`src/rtl/rf80386_bus_arbiter.sv`:
```
// Two-requester arbiter for the rf80386 128-bit FTA master port: one outstanding
// transaction, rolling tid tagging, rty back-off re-issue and a timeout error response.
module rf80386_bus_arbiter #(
  parameter logic [5:0] CORENO    = 6'd1,
  parameter logic [2:0] CID       = 3'd1,
  parameter int         RTY_WAIT  = 5,    // must be >= 2
  parameter int         TMO       = 255,
  parameter int         MAXSTARVE = 4
) (
  input  logic         clk_i,
  input  logic         rst_i,
  input  logic         r0_valid,
  output logic         r0_ready,
  input  logic         r0_we,
  input  logic [31:0]  r0_adr,
  input  logic [15:0]  r0_sel,
  input  logic [127:0] r0_dat,
  input  logic         r1_valid,
  output logic         r1_ready,
  input  logic         r1_we,
  input  logic [31:0]  r1_adr,
  input  logic [15:0]  r1_sel,
  input  logic [127:0] r1_dat,
  output logic         rsp0_valid,
  output logic         rsp1_valid,
  output logic         rsp_err,
  output logic [127:0] rsp_dat,
  output logic         m_cyc,
  output logic         m_stb,
  output logic         m_we,
  output logic [31:0]  m_adr,
  output logic [15:0]  m_sel,
  output logic [127:0] m_dat,
  output logic [12:0]  m_tid,
  input  logic         m_ack,
  input  logic         m_rty,
  input  logic [12:0]  m_rtid,
  input  logic [127:0] m_rdat,
  output logic         busy,
  output logic [1:0]   dbg_state
);

  localparam int TW = $clog2(TMO + 1);
  localparam int BW = $clog2(RTY_WAIT + 1);
  localparam int SW = $clog2(MAXSTARVE + 1);

  typedef enum logic [1:0] {IDLE = 2'd0, ISSUE = 2'd1, WAIT = 2'd2, BACKOFF = 2'd3} state_t;

  // Handshake: rN_valid is held with a stable command until rN_ready pulses for one
  // cycle; the pulse is registered, so it arrives the cycle after IDLE sampled valid,
  // and the command is already latched when the requester sees it.

  state_t          state_q, state_d;
  logic [3:0]      tid_q, tid_d, h_tid_q, h_tid_d;
  logic [SW-1:0]   starve_q, starve_d;
  logic [TW-1:0]   tmo_q, tmo_d;
  logic [BW-1:0]   bo_q, bo_d;
  logic            retry_q, retry_d, g_q, g_d;
  logic            h_we_q, h_we_d;
  logic [31:0]     h_adr_q, h_adr_d;
  logic [15:0]     h_sel_q, h_sel_d;
  logic [127:0]    h_dat_q, h_dat_d;
  logic            r0_ready_q, r0_ready_d, r1_ready_q, r1_ready_d;
  logic            rsp0_q, rsp0_d, rsp1_q, rsp1_d, rsp_err_q, rsp_err_d;
  logic [127:0]    rsp_dat_q, rsp_dat_d;
  logic            m_cyc_q, m_cyc_d, m_stb_q, m_stb_d, m_we_q, m_we_d;
  logic [31:0]     m_adr_q, m_adr_d;
  logic [15:0]     m_sel_q, m_sel_d;
  logic [127:0]    m_dat_q, m_dat_d;
  logic [12:0]     m_tid_q, m_tid_d;
  logic            busy_q, busy_d;
  logic            grant1, match, fin, fin_err;

  always_comb begin
    state_d    = state_q;
    tid_d      = tid_q;
    h_tid_d    = h_tid_q;
    starve_d   = starve_q;
    tmo_d      = tmo_q;
    bo_d       = bo_q;
    retry_d    = retry_q;
    g_d        = g_q;
    h_we_d     = h_we_q;
    h_adr_d    = h_adr_q;
    h_sel_d    = h_sel_q;
    h_dat_d    = h_dat_q;
    r0_ready_d = 1'b0;
    r1_ready_d = 1'b0;
    rsp0_d     = 1'b0;
    rsp1_d     = 1'b0;
    rsp_err_d  = rsp_err_q;
    rsp_dat_d  = rsp_dat_q;
    m_cyc_d    = 1'b0;
    m_stb_d    = 1'b0;
    m_we_d     = 1'b0;
    m_adr_d    = '0;
    m_sel_d    = '0;
    m_dat_d    = '0;
    m_tid_d    = m_tid_q;
    busy_d     = (state_q != IDLE);
    grant1     = 1'b0;
    match      = (m_rtid == m_tid_q);
    fin        = 1'b0;
    fin_err    = 1'b0;

    case (state_q)
      IDLE: begin
        if (r0_valid || r1_valid) begin
          grant1     = r1_valid && (!r0_valid || starve_q == SW'(MAXSTARVE));
          g_d        = grant1;
          h_we_d     = grant1 ? r1_we  : r0_we;
          h_adr_d    = grant1 ? r1_adr : r0_adr;
          h_sel_d    = grant1 ? r1_sel : r0_sel;
          h_dat_d    = grant1 ? r1_dat : r0_dat;
          r0_ready_d = !grant1;
          r1_ready_d = grant1;
          h_tid_d    = tid_q;
          tid_d      = (tid_q == 4'd15) ? 4'd1 : tid_q + 4'd1;
          retry_d    = 1'b0;
          starve_d   = grant1 ? '0 : starve_q + 1'b1;
          state_d    = ISSUE;
        end
      end
      ISSUE: begin
        m_cyc_d = 1'b1;
        m_stb_d = 1'b1;
        m_we_d  = h_we_q;
        m_adr_d = h_adr_q;
        m_sel_d = h_sel_q;
        m_dat_d = h_dat_q;
        m_tid_d = {CORENO, CID, h_tid_q};
        // A re-issue keeps the original deadline running.
        tmo_d   = retry_q ? tmo_q + 1'b1 : '0;
        state_d = WAIT;
      end
      WAIT: begin
        tmo_d = tmo_q + 1'b1;
        if (m_ack && match) begin
          fin = 1'b1;
        end else if (m_rty && match) begin
          bo_d    = '0;
          retry_d = 1'b1;
          state_d = BACKOFF;
        end else if (tmo_q >= TW'(TMO - 1)) begin
          fin     = 1'b1;
          fin_err = 1'b1;
        end
      end
      BACKOFF: begin
        tmo_d = tmo_q + 1'b1;
        if (tmo_q >= TW'(TMO - 1)) begin
          fin     = 1'b1;
          fin_err = 1'b1;
        end else if (bo_q >= BW'(RTY_WAIT - 2)) begin
          state_d = ISSUE;
        end else begin
          bo_d = bo_q + 1'b1;
        end
      end
      default: state_d = IDLE;
    endcase

    if (fin) begin
      rsp0_d    = !g_q;
      rsp1_d    = g_q;
      rsp_err_d = fin_err;
      rsp_dat_d = fin_err ? '0 : m_rdat;
      state_d   = IDLE;
    end

    if (!r1_valid) starve_d = '0;
  end

  always_ff @(posedge clk_i) begin
    if (rst_i) begin
      state_q    <= IDLE;
      tid_q      <= 4'd1;
      h_tid_q    <= '0;
      starve_q   <= '0;
      tmo_q      <= '0;
      bo_q       <= '0;
      retry_q    <= 1'b0;
      g_q        <= 1'b0;
      h_we_q     <= 1'b0;
      h_adr_q    <= '0;
      h_sel_q    <= '0;
      h_dat_q    <= '0;
      r0_ready_q <= 1'b0;
      r1_ready_q <= 1'b0;
      rsp0_q     <= 1'b0;
      rsp1_q     <= 1'b0;
      rsp_err_q  <= 1'b0;
      rsp_dat_q  <= '0;
      m_cyc_q    <= 1'b0;
      m_stb_q    <= 1'b0;
      m_we_q     <= 1'b0;
      m_adr_q    <= '0;
      m_sel_q    <= '0;
      m_dat_q    <= '0;
      m_tid_q    <= {CORENO, CID, 4'd0};
      busy_q     <= 1'b0;
    end else begin
      state_q    <= state_d;
      tid_q      <= tid_d;
      h_tid_q    <= h_tid_d;
      starve_q   <= starve_d;
      tmo_q      <= tmo_d;
      bo_q       <= bo_d;
      retry_q    <= retry_d;
      g_q        <= g_d;
      h_we_q     <= h_we_d;
      h_adr_q    <= h_adr_d;
      h_sel_q    <= h_sel_d;
      h_dat_q    <= h_dat_d;
      r0_ready_q <= r0_ready_d;
      r1_ready_q <= r1_ready_d;
      rsp0_q     <= rsp0_d;
      rsp1_q     <= rsp1_d;
      rsp_err_q  <= rsp_err_d;
      rsp_dat_q  <= rsp_dat_d;
      m_cyc_q    <= m_cyc_d;
      m_stb_q    <= m_stb_d;
      m_we_q     <= m_we_d;
      m_adr_q    <= m_adr_d;
      m_sel_q    <= m_sel_d;
      m_dat_q    <= m_dat_d;
      m_tid_q    <= m_tid_d;
      busy_q     <= busy_d;
    end
  end

  assign r0_ready   = r0_ready_q;
  assign r1_ready   = r1_ready_q;
  assign rsp0_valid = rsp0_q;
  assign rsp1_valid = rsp1_q;
  assign rsp_err    = rsp_err_q;
  assign rsp_dat    = rsp_dat_q;
  assign m_cyc      = m_cyc_q;
  assign m_stb      = m_stb_q;
  assign m_we       = m_we_q;
  assign m_adr      = m_adr_q;
  assign m_sel      = m_sel_q;
  assign m_dat      = m_dat_q;
  assign m_tid      = m_tid_q;
  assign busy       = busy_q;
  assign dbg_state  = state_q;

endmodule

```
`config.mk`:
```
export PLATFORM = sky130hd
export DESIGN_NAME = rf80386_bus_arbiter
export DESIGN_NICKNAME = d
export VERILOG_FILES = /design/src/rtl/rf80386_bus_arbiter.sv
export SDC_FILE = /design/constraint.sdc
export NUM_CORES = 1
export LEC_CHECK = 0
export ABC_AREA = 1
export BUFFER_PORTS_ARGS = -buffer_cell sky130_fd_sc_hd__buf_2
export CAP_MARGIN = 20
export CORE_AREA = 2 2 327 329
export CTS_BUF_LIST = sky130_fd_sc_hd__clkbuf_8
export CTS_CLUSTER_DIAMETER = 60
export DETAILED_ROUTE_END_ITERATION = 7
export DIE_AREA = 0 0 329 331
export PLACE_DENSITY = 0.45
export REMOVE_ABC_BUFFERS = 1
export SLEW_MARGIN = 0
export SYNTH_ARGS = -nofsm -noshare
export SYNTH_HDL_FRONTEND = slang
export SYNTH_SLANG_ARGS = --single-unit
```
`constraint.sdc`:
```
create_clock -name clk_i -period 1.54 [get_ports clk_i]
set_input_delay 0.231 -clock clk_i [delete_from_list [all_inputs] [get_ports clk_i]]
set_output_delay 0.231 -clock clk_i [all_outputs]
set_load 0.005 [all_outputs]
```
==> impl_summary.log <==
[metrics] vertical extent of the die: 331 um
[metrics] share of synthesized area occupied by flip-flops and latches: 56.7%
[metrics] highest cell delay on the worst timing path: 0.34 ns
[metrics] worst reg2reg setup slack: -0.33 ns
[metrics] failing checks: negative setup slack
[metrics] initial antenna violation count: 10
[metrics] end of the worst hold path: rsp_dat[31]
[metrics] outcome: finished, violations left
[metrics] cell with the largest stage delay on the worst path: sky130_fd_sc_hd__nor4_4
[metrics] crit path DAT: 2.47 ns
[metrics] DR vias: 21300
[metrics] worst slack, placed: -0.288 ns
[metrics] max-cap violations: 0
[metrics] class of the tightest hold or removal check: input pin to flip-flop
[metrics] final critical path time including I/O delays and setup: 1.87 ns
[metrics] worst setup margin: -0.331 ns
[metrics] unrepaired setup endpoints after global routing: true
[metrics] Power Total: 0.0437 W
[metrics] Reg2Reg Depth: 11
[metrics] overall fraction of global-route tracks in use: 13.9%
[metrics] cell count of the worst hold path: 4
[metrics] final WL: 90900 um
[metrics] required time at the endpoint of the critical path: 2.14 ns
[metrics] Crit Path Category: flip-flop to flip-flop
[metrics] share of synthesized registers carrying an async set or reset: 0%
[metrics] #FFs+latches synth: 519
[metrics] cell-by-cell trace of the critical path: nand2_1 -> nor4_4 -> nand2_1 -> buf_6 -> nand3_4 -> nor2_4 -> buf_12 -> clkbuf_16 -> clkbuf_16 -> nand2_2 -> nand2_1
[metrics] hold wc startpoint: m_rdat[31]
[metrics] most common flop cell mapped by yosys: sky130_fd_sc_hd__dfxtp_1
[metrics] CTS root buffer: sky130_fd_sc_hd__clkbuf_8
[metrics] largest net degree at the start of global routing: 47
[metrics] vias per cell: 3.98
[metrics] DRT antenna net count: 0
[metrics] Leak Pwr: 17.1 nW
[metrics] number of cells after detailed placement: 4596
[metrics] most common cell after layout, fill and taps aside: sky130_fd_sc_hd__buf_2
[metrics] Clock Pin Slew Worst Setup and Hold Paths: 0.06 ns
[metrics] CTS tree: done
[metrics] launching element type of the critical path: flip-flop
[metrics] number of sinks handled by clock tree synthesis: 519
[metrics] average detailed-routed wire length per instance: 17.0 um
[metrics] number of failing hold endpoints at the final stage: 0
[metrics] CP dominant cell by count: sky130_fd_sc_hd__nand2_1
[metrics] peak clock frequency supported by timing: 535 MHz
[metrics] CTS Buf Count: 101
[metrics] EDFF count, synth: 0
[metrics] post-layout instance count excluding filler cells: 5350
[metrics] share of the clock period used by the worst path: 121%
[metrics] library cells used by synthesis: 26
[metrics] Peak VDD IR: 0.687 mV
[metrics] most frequent cells in the layout: sky130_fd_sc_hd__buf_2 (816), sky130_fd_sc_hd__nand2_1 (582), sky130_fd_sc_hd__dfxtp_1 (508)
[metrics] width of the die: 329 um
[metrics] synthesized cell area: 0.0183 mm^2
[metrics] category of the worst setup path capture point: flip-flop
[metrics] worst reg2reg path endpoint: rsp_dat[127]
[metrics] number of DRC markers after the initial detailed-route iteration: 896
[metrics] placer's final routability congestion estimate: 0.863
[metrics] Power Density: 1220 mW/mm^2
[metrics] hold_ws: 0.249 ns
[metrics] number of synthesis warnings: 0
[metrics] # rows: 119
[metrics] total of endpoints with negative setup slack in the final report: 378
[metrics] net count reported at finish: 4388
[metrics] grt ovf: 0
[metrics] final max-slew violation count: 0
[metrics] detailed placer's ending HPWL: 57500 um
[metrics] area growth from synthesis to final layout: 94.8%
[metrics] first-pass GRT wire length: 117000 um
[metrics] Remaining DRCs: 0
[metrics] CORE AREA: 0.105 mm^2
[metrics] FF-to-FF Start: tmo_q[2]
[metrics] number of input and output port buffers inserted: 819
[metrics] worst-path fanout max: 5
[metrics] mean cell area of the mapped netlist: 7.77 um^2
[metrics] fraction of final layout cells sized beyond drive strength 1: 38.9%
[metrics] Top Ports: 829
[metrics] number of H-tree levels: 3
[metrics] Max Clock Skew: 0.0242 ns
[metrics] length of the first detailed-routing pass in iterations: 6
[metrics] initial standard-cell utilization of the core: 17.5%
[metrics] die area: 0.109 mm^2
[metrics] clock buffer depth: 3
[metrics] clock latency on the worst-skew pair: 0.72 ns
[metrics] via count of the first global-routing pass: 20800
[metrics] synthesized instance count: 2358
how the worst max path moves through the flow:
stage | start | to | slack (ns) | depth (start not counted)
4_1_cts | tmo_q[0] | rsp_dat[109] | -0.26 | 12
3_3_place_gp | m_rtid[5] | rsp_dat[117] | -0.32 | 14
5_1_grt | m_tid[1] | rsp_dat[82] | -0.43 | 15
6_report | tmo_q[2] | rsp_dat[127] | -0.33 | 11
3_5_place_dp | m_rtid[5] | rsp_dat[117] | -0.29 | 14
2_1_floorplan | starve_q[0] | h_adr_q[0] | -4.70 | 8
report_power, final:
group | switching [W] | total [W] | internal, W
registers | 0.00110 | 0.0167 | 0.0156
clock network | 0.00622 | 0.0139 | 0.00772
logic | 0.00666 | 0.0130 | 0.00634
worst max-delay path: cells and delay by family (launching register included):
family | cells | cell delay (ns)
simple gates | 7 | 0.82
buf+inv | 4 | 0.62
flops | 1 | 0.33
final cells by class:
| type | count | area, um^2 |
|---|---|---|
| Inverter | 223 | 905 |
| Fill cell | 10800 | 69300 |
| Multi-Input combinational cell | 1466 | 7770 |
| Sequential cell | 519 | 10400 |
| Clock inverter | 54 | 330 |
| Tap cell | 1391 | 1740 |
| Antenna cell | 10 | 25.0 |
| Timing Repair Buffer | 1563 | 12800 |
| Clock buffer | 124 | 1710 |
cell usage after synthesis (all sizes together), types with 2 or more instances:
cell	number	area (um^2)
nand3	12	65.1
clkbuf	123	462
a31oi	178	1110
nor3	8	40.0
buf	34	250
inv	222	833
o21ai	191	956
a21oi	18	90.1
xor2	2	17.5
nand4	5	31.3
conb	2	7.51
or2	2	12.5
ha	13	163
nor2	223	845
nand2	802	3010
dfxtp	519	10400
per-stage QoR:
stage               setup TNS (ns)  utilization, %  instance area [um^2]
finish                      -46.91            34.0                 35700
detailed placement          -50.24            24.2                 25400
global route                -90.45            34.0                 35700
global placement            -56.32            24.2                 25400
floorplan                 -1643.58               -                 17600
CTS                         -42.33            30.9                 32400
metal layers:
layer / GRT usage (%) / wire length (um) / share of wire [%]
met1: 16.8 / 37800 / 42
met4: 6.87 / 4060 / 4.5
met2: 22.8 / 43600 / 48
met3: 3.50 / 5420 / 6.0
met5: 0 / 0 / 0
state kept, by name, summed over array words and instances, names as in the netlist, 2 cells and up:
name / cells
h_dat_q: 128
bo_q: 3
dbg_state: 2
m_tid: 4
tid_q: 4
h_tid_q: 4
m_adr: 32
h_sel_q: 16
m_dat: 128
m_sel: 16
rsp_dat: 128
h_adr_q: 32
tmo_q: 8
starve_q: 3
cell families (layout without fill, tap and decap cells):
kind of cell | count (synthesis) | count (layout) | synth area share (%)
other | 2 | 19 | 0.0410
and+or+nand+nor | 1053 | 1053 | 21.9
adders and majority gates | 13 | 13 | 0.888
AOI/OAI and AO/OA | 389 | 389 | 11.9
DFF | 519 | 519 | 56.7
buffers and inverters | 380 | 1964 | 8.46
xor gates and xnor gates | 2 | 2 | 0.0956
timing repair:
| item | in CTS | in global routing |
|---|---|---|
| setup buffers | 0 | 29 |
| endpoints found under the setup margin | 494 | 522 |
| hold buffers | 490 | 0 |
| hold endpoints to repair | 321 | 0 |
| pin swaps | 0 | 150 |
| gates cloned | 0 | 50 |
| resized for setup | 32 | 519 |
(Power assumes the default switching activity.)
